===== src/rtl/serial_adder_pkg.sv =====
// Shared definitions for the digit-serial adder/subtractor.
package serial_adder_pkg;

  typedef enum logic [1:0] {
    IDLE = 2'd0,
    RUN  = 2'd1,
    DONE = 2'd2
  } state_t;

  // Counter width for N digits; at least one bit so N = 1 still has a register.
  function automatic int cnt_width(input int n);
    return (n > 1) ? $clog2(n) : 1;
  endfunction

endpackage


===== src/rtl/add_digit.sv =====
// Combinational DIGIT-bit ripple adder; exposes the carry into its top bit for overflow.
module add_digit #(
  parameter int DIGIT = 1
) (
  input  logic [DIGIT-1:0] a_i,
  input  logic [DIGIT-1:0] b_i,
  input  logic             cin_i,
  output logic [DIGIT-1:0] s_o,
  output logic             cout_o,
  output logic             c_msb_o
);

  logic [DIGIT:0] c;

  assign c[0] = cin_i;

  for (genvar i = 0; i < DIGIT; i++) begin : g_fa
    assign s_o[i]   = a_i[i] ^ b_i[i] ^ c[i];
    assign c[i+1]   = (a_i[i] & b_i[i]) | (c[i] & (a_i[i] ^ b_i[i]));
  end

  assign cout_o  = c[DIGIT];
  assign c_msb_o = c[DIGIT-1];

endmodule


===== src/rtl/serial_adder.sv =====
// Digit-serial add/subtract: one DIGIT-wide slice per RUN cycle, LSB digit first.
module serial_adder
  import serial_adder_pkg::*;
#(
  parameter int WIDTH = 8,
  parameter int DIGIT = 1
) (
  input  logic             clk,
  input  logic             rst,
  input  logic             start,
  input  logic [WIDTH-1:0] a,
  input  logic [WIDTH-1:0] b,
  input  logic             cin,
  input  logic             sub,
  output logic             busy,
  output logic             done,
  output logic [WIDTH-1:0] sum,
  output logic             cout,
  output logic             ovf
);

  localparam int N  = WIDTH / DIGIT;
  localparam int CW = cnt_width(N);

  state_t           state_q, state_d;
  logic [CW-1:0]    cnt_q, cnt_d;
  logic [WIDTH-1:0] a_q, a_d;
  logic [WIDTH-1:0] b_q, b_d;
  logic [WIDTH-1:0] sum_q, sum_d;
  logic             carry_q, carry_d;
  logic             cout_q, cout_d;
  logic             ovf_q, ovf_d;

  logic [DIGIT-1:0] dig_s;
  logic             dig_cout;
  logic             dig_cmsb;

  add_digit #(.DIGIT(DIGIT)) u_add_digit (
    .a_i     (a_q[DIGIT-1:0]),
    .b_i     (b_q[DIGIT-1:0]),
    .cin_i   (carry_q),
    .s_o     (dig_s),
    .cout_o  (dig_cout),
    .c_msb_o (dig_cmsb)
  );

  always_comb begin
    // NOTE: every signal gets its hold value first so no path leaves it unassigned (no latch).
    state_d = state_q;
    cnt_d   = cnt_q;
    a_d     = a_q;
    b_d     = b_q;
    sum_d   = sum_q;
    carry_d = carry_q;
    cout_d  = cout_q;
    ovf_d   = ovf_q;

    unique case (state_q)
      IDLE, DONE: begin
        if (start) begin
          // Subtraction folds into addition: invert b and the borrow-in once at capture.
          state_d = RUN;
          cnt_d   = '0;
          a_d     = a;
          b_d     = sub ? ~b : b;
          carry_d = cin ^ sub;
          sum_d   = '0;
          cout_d  = 1'b0;
          ovf_d   = 1'b0;
        end else if (state_q == DONE) begin
          state_d = IDLE;
        end
      end
      RUN: begin
        a_d     = a_q >> DIGIT;
        b_d     = b_q >> DIGIT;
        sum_d   = (sum_q >> DIGIT) | (WIDTH'(dig_s) << (WIDTH - DIGIT));
        carry_d = dig_cout;
        cnt_d   = cnt_q + CW'(1);
        if (cnt_q == CW'(N - 1)) begin
          state_d = DONE;
          cnt_d   = '0;
          cout_d  = dig_cout;
          ovf_d   = dig_cmsb ^ dig_cout;
        end
      end
      default: state_d = IDLE;
    endcase
  end

  always_ff @(posedge clk) begin
    // NOTE: non-blocking assignments so every register samples pre-edge values.
    if (rst) begin
      state_q <= IDLE;
      cnt_q   <= '0;
      a_q     <= '0;
      b_q     <= '0;
      sum_q   <= '0;
      carry_q <= 1'b0;
      cout_q  <= 1'b0;
      ovf_q   <= 1'b0;
    end else begin
      state_q <= state_d;
      cnt_q   <= cnt_d;
      a_q     <= a_d;
      b_q     <= b_d;
      sum_q   <= sum_d;
      carry_q <= carry_d;
      cout_q  <= cout_d;
      ovf_q   <= ovf_d;
    end
  end

  assign busy = (state_q == RUN);
  assign done = (state_q == DONE);
  assign sum  = sum_q;
  assign cout = cout_q;
  assign ovf  = ovf_q;

endmodule


===== config.mk =====
export PLATFORM = sky130hd
export DESIGN_NAME = serial_adder
export DESIGN_NICKNAME = d
export VERILOG_FILES = /design/src/rtl/serial_adder_pkg.sv /design/src/rtl/add_digit.sv /design/src/rtl/serial_adder.sv
export SDC_FILE = /design/constraint.sdc
export NUM_CORES = 1
export LEC_CHECK = 0
export CAP_MARGIN = 30
export CORE_UTILIZATION = 50
export DETAILED_ROUTE_END_ITERATION = 8
export GPL_TIMING_DRIVEN = 0
export MAX_ROUTING_LAYER = met4
export PLACE_DENSITY = 0.87
export SKIP_CTS_REPAIR_TIMING = 1
export SLEW_MARGIN = 20
export SYNTH_ARGS = -nofsm -noshare
export SYNTH_HDL_FRONTEND = slang
export SYNTH_SLANG_ARGS = --single-unit

===== constraint.sdc =====
create_clock -name clk -period 2.26 [get_ports clk]
set_input_delay 0.565 -clock clk [delete_from_list [all_inputs] [get_ports clk]]
set_output_delay 0.565 -clock clk [all_outputs]
set_load 0.1 [all_outputs]

### Word-level counts from Yosys, hierarchy flattened

Cells that the tools add are included.

* add/sub/neg operators: 1
* bitwise logic cells: 9
* equal/unequal tests: 6
* muxes and demuxes: 21
* reduce and logical (&&, ||, !) cells: 6

Operator list (count)
* one-hot mux 8 bit (2 select lines): 3
* 2-to-1 mux 8 bit: 4
* inverter 8 bit: 1
* bitwise OR 7 x 8 -> 8 bit: 1
* 2-to-1 mux 2 bit: 3
* 2-to-1 mux 3 bit: 2
* one-hot mux 1 bit (2 select lines): 3
* one-hot mux 3 bit (2 select lines): 1
* 2-to-1 mux 1 bit: 4
* one-hot mux 2 bit (2 select lines): 1
* AND reduction 2 bit: 2
* XOR 1 bit: 4
* adder 3 x 1 -> 3 bit (second input constant): 1
* == test 3 bit (second input constant): 1
* inequality test 3 bit (second input constant): 1
* AND reduction 3 bit: 1
* AND 1 bit: 2
* == test 2 x 1 -> 1 bit (second input constant): 1
* == test 2 bit (second input constant): 1
* logical NOT 2 bit: 1
* inequality test 2 x 1 -> 1 bit (second input constant): 1
* inequality test 2 bit (second input constant): 1
* nonzero test 2 bit: 1
* OR reduction 2 bit: 1
* bitwise OR 1 bit: 1

* output and inout bits: 12
* flip-flop bits (word level): 32
* logic and storage cells: 51
* input port bits: 21

### Depth between registers and ports, before layout

* depth after elaboration: 6
* gate-level depth with buffers: 5
* depth with buffers taken out: 5

### By module

Synthesis repeated with hierarchy kept, for this count alone.

* cell total of the unflattened synthesis: 159
* area total of the unflattened synthesis: 1520.2 um^2

By module, submodules not included
* serial_adder: area an instance 1492.7 um^2, sequential area each 640.6 um^2, times used 1, cells each 157
* add_digit: area an instance 27.5 um^2, sequential area each 0.0 um^2, times used 1, cells each 2

### Worst setup path before layout

No wires, ideal clock.

* kind: reg-to-output
* start: register state_q[1]
* end: output port done
* stages on the path, launching flop included: 2
* data arrival time: 1.724 ns
* required time: 1.695 ns
* buffers on the path: 0
* path slack: -0.029 ns
* cells stage by stage: dfxtp_1 -> nor2b_1

* longest elaborated chain between the ends: 1

RTL lines
* start, declared: line serial_adder.sv:25 `state_t state_q, state_d;`
* start signal, assigned: line serial_adder.sv:103 `state_q <= state_d;`
* == test 2 bit: line serial_adder.sv:115 `assign done = (state_q == DONE);`
* end, declared: line serial_adder.sv:16 `output logic done,`

No other way between the ends.

### Final worst setup path

* start: register state_q[0]
* end: output port busy

* longest elaborated chain between the ends: 1

RTL lines
* == test 2 x 1 -> 1 bit: line serial_adder.sv:114 `assign busy = (state_q == RUN);`
* end, declared: line serial_adder.sv:15 `output logic busy,`

No other way between the ends.

==> summary.md <==
0 antenna diodes ended up in the layout. Compound-cell area share of the yosys netlist: 0.195. In this run, the number of DRC markers left after iteration 0 of detailed routing was 46. The run gives 1.57 ns as the critical path data arrival time. The clock transition at the registers of the reported paths is 0.09 ns, and the worst slack on hold paths is 0.472 ns.

Setup repair after global routing left no endpoint under its margin. The critical path startpoint category is a register. The run gives 0.00716 ns as the final clock skew. The synthesized-area fraction occupied by adder cells was 0.0314; the sequential cell area was 641 um2.

TritonCTS built the clock tree. For the clock power share, the log shows 0.261. The net switching fraction of the power is 0.285. Worst-path maximum fanout: 10.

The initialized floorplan defines 19 standard-cell rows. Summed over all layers, the global routing overflow is 0. The worst-case headroom to the max-slew limit is 0.355. Max-cap violations in this run came to 0. Number of ports placed on the die boundary: 33.

The tools report the clock network latency to the later pin of the worst-skew pair as 0.33 ns. STA classifies the critical path endpoint as a primary output. The slew at the pin closest to its max-slew limit is 0.966 ns.

The prevailing post-synth register cell was sky130_fd_sc_hd__dfxtp_1. Number of warnings printed during yosys synthesis: 0. The min-delay analysis places its worst path in the category register to register. Sequential fraction of design power: 0.546. In this run the vertical extent of the chip is 55.5 um. The number of sinks on the clock net was 32; the average cell area after synthesis was 9.01 um2. The area fraction in and, or, nand and nor cells after synthesis is 0.181. The setup violation total in the final timing report is 0, and the synthesis-to-finish area growth is 29.0%.

The critical path is of the register to primary output type. The number of flops mapped to enable cells by yosys came out at 0. The first detailed-routing pass ran for 4 iterations. The run gives 0 ns as the total negative slack.

The ratio of final minimum period to clock period was 0.946. Post-detailed-route via-to-cell ratio: 5.74. The count of nets left with antenna violations once routing finished came out at 0. The filler cells instantiated in the layout total 241.

Cell internal power was estimated by the tool at 803 uW. The run gives 1237 as the number of global-route vias before repair. The proportion of register bits with asynchronous set or reset after synthesis works out to 0. In this run the power density over the cells is 608 nW/um2.

The mapped netlist covers 1430 um2. The clock passes through at most 2 buffers. The slowest stage of the critical path is the sky130_fd_sc_hd__dfxtp_1 cell. The global-route wire length before repair is 5.42 mm, and the combined area of the multi-input logic cells is 683 um2.

The logs give 0.447 for the sequential element share of the synthesized area and 3080 um2 for the die area. The root cell of the clock tree is sky130_fd_sc_hd__clkbuf_4. Entering global routing, the biggest net connects 11 pins. The worst path needs 2.14 ns of the cycle, external delays included. Summed over all cells, the static leakage comes to 0.856 nW. In this run the horizontal extent of the chip is 55.5 um. After synthesis, the largest family of logic cells by area is compound AO/OA/AOI/OAI gates.

The kind of cell adding the most delay to the critical path is buffers and inverters. For the combinational fraction of design power, the log shows 0.193. The count of vias placed by the detailed router was 1309; the total net switching power was 320 uW. In the layout the commonest cells are 32 x sky130_fd_sc_hd__dfxtp_1, 30 x sky130_fd_sc_hd__nand3_1, 28 x sky130_fd_sc_hd__a21oi_1.

The tools report the number of pins with negative max-slew slack in the final report as 0. Counting the buffers created by CTS gives 5. After floorplanning, the core was sized to cover 2730 um2. The library cell used most frequently in the layout, excluding fill and tap cells, is sky130_fd_sc_hd__dfxtp_1. The run gives 2 as the H-tree level count. Prior to clock tree synthesis, the placed netlist has a worst setup slack of -0.366 ns. The overall routing resource usage came out at 0.232.

The logs give 0 for the number of hold violations in the final report and 0.123 ns for the final worst setup slack. The mux share of post-synthesis cell area was 0.00699; the share of cells above drive strength 1 was 0.117. The logs give 3.13 mm for the routed wire length and 159 for the cell count after synthesis. The core utilization of the finished layout was 0.676. Among the stages of the critical path, the cell type that occurs most often is sky130_fd_sc_hd__buf_4. The HPWL after detailed placement is 2.32 mm.

At the end of the flow, the number of nets in the layout was 221. Based on the critical path, the design can be clocked at up to 468 MHz. The signal on the critical path passes through nand2b_2 -> inv_4 -> buf_4 -> buf_4.

The buffering stage count on the worst path with inverters included is 3, and the number of antenna violations at the first check in global routing is 0. The number of buffers added on ports is 31, and the worst ir drop on vdd is 0.511 mV. In this run, distinct cell masters in the synthesized netlist total 26. In this design, the stage delay of the slowest critical-path cell is 0.49 ns. The flow ran to the end, and the final reports show no timing, DRC or antenna violations. The xor/xnor cell area share of the yosys netlist came out at 0.0611. After detailed routing, the average wire length per cell comes to 13.7 um.

The starting utilization of the core area was 0.524; the required time at the endpoint of the critical path was 1.69 ns. The congestion estimate from routability-driven global placement came to 0.814. When the netlist entered floorplanning its net count stood at 183. After synthesis the netlist holds a flip-flop and latch count of 32. The tools report the DRC violations left as 0.
-- power groups by stage --
stage / Sequential [mW] / Combinational [mW] / Clock, mW
floorplan: 0.631 / 0.137 / 0
global placement: 0.624 / 0.209 / 0
detailed placement: 0.626 / 0.217 / 0
CTS: 0.613 / 0.217 / 0.304
global route: 0.617 / 0.235 / 0.336
finish: 0.613 / 0.217 / 0.293
-- worst paths after layout --
path | startpoint | endpoint | slack, ns | cells after the start
setup / recovery | state_q[0]$_SDFFE_PP0P_ | busy | 0.12 | 4
hold / removal | sum[4]$_SDFFE_PP0P_ | sum[3]$_SDFFE_PP0P_ | 0.47 | 2
setup reg to reg | carry_q$_SDFFE_PP0P_ | ovf$_SDFFE_PP0P_ | 0.95 | 4
hold reg to reg | sum[4]$_SDFFE_PP0P_ | sum[3]$_SDFFE_PP0P_ | 0.47 | 2
-- layer usage --
layer | vias to the layer above | share of wire | GRT usage
met1 | 614 | 0.43 | 0.272
met3 | 5 | 0.060 | 0.0492
met5 | - | 0 | -
met2 | 47 | 0.50 | 0.380
li1 | 643 | - | -
met4 | 0 | 0.016 | 0.107
-- layout make-up --
cell class	count	area share
Buffer	14	0.0569
Inverter	1	0.00339
Clock buffer	6	0.0223
Multi-Input combinational cell	112	0.370
Sequential cell	32	0.347
Tap cell	31	0.0210
Clock inverter	1	0.00271
Timing Repair Buffer	31	0.177
-- tightest hold or removal path, cell delays in order, from the launching register on --
cell and delay (ns):
sky130_fd_sc_hd__dfxtp_1 0.32, sky130_fd_sc_hd__nand2_1 0.05, sky130_fd_sc_hd__a21oi_1 0.05
-- synthesized netlist by cell type, types with 2 or more instances --
library cell,n,share of area
sky130_fd_sc_hd__dfxtp_1,32,0.45
sky130_fd_sc_hd__nand3_1,30,0.10
sky130_fd_sc_hd__a21oi_1,28,0.098
sky130_fd_sc_hd__a22oi_1,14,0.073
sky130_fd_sc_hd__nand2_1,11,0.029
sky130_fd_sc_hd__xor2_1,9,0.055
sky130_fd_sc_hd__buf_6,5,0.039
sky130_fd_sc_hd__buf_2,3,0.010
sky130_fd_sc_hd__buf_4,3,0.016
sky130_fd_sc_hd__clkbuf_1,3,0.0079
sky130_fd_sc_hd__nor2_1,3,0.0079
sky130_fd_sc_hd__ha_1,2,0.017
sky130_fd_sc_hd__nand3b_1,2,0.010
sky130_fd_sc_hd__nor2b_1,2,0.0087
-- flip-flops by register name (all words and copies together), names as in the netlist --
register	cells
a_q	8
cnt_q	3
state_q	2
carry_q	1
ovf	1
sum	8
cout	1
b_q	8
-- per-stage QoR --
| stage | instances | area, um2 | power (mW) |
|---|---|---|---|
| 2_1_floorplan | 159 | 1440 | 0.768 |
| 4_1_cts | 228 | 1830 | 1.13 |
| 3_3_place_gp | 221 | 1780 | 0.833 |
| 3_5_place_dp | 221 | 1780 | 0.843 |
| 6_report | 228 | 1850 | 1.12 |
| 5_1_grt | 228 | 1850 | 1.19 |
-- kinds of logic (layout without fill, tap and decap cells) --
logic type | Yosys count | in the layout
compound gates | 46 | 46
simple gates | 52 | 52
mux | 1 | 1
fa+ha+maj | 3 | 3
xor+xnor | 10 | 10
buf+inv | 15 | 53
flops | 32 | 32
Power figures use the tool's default switching activity.
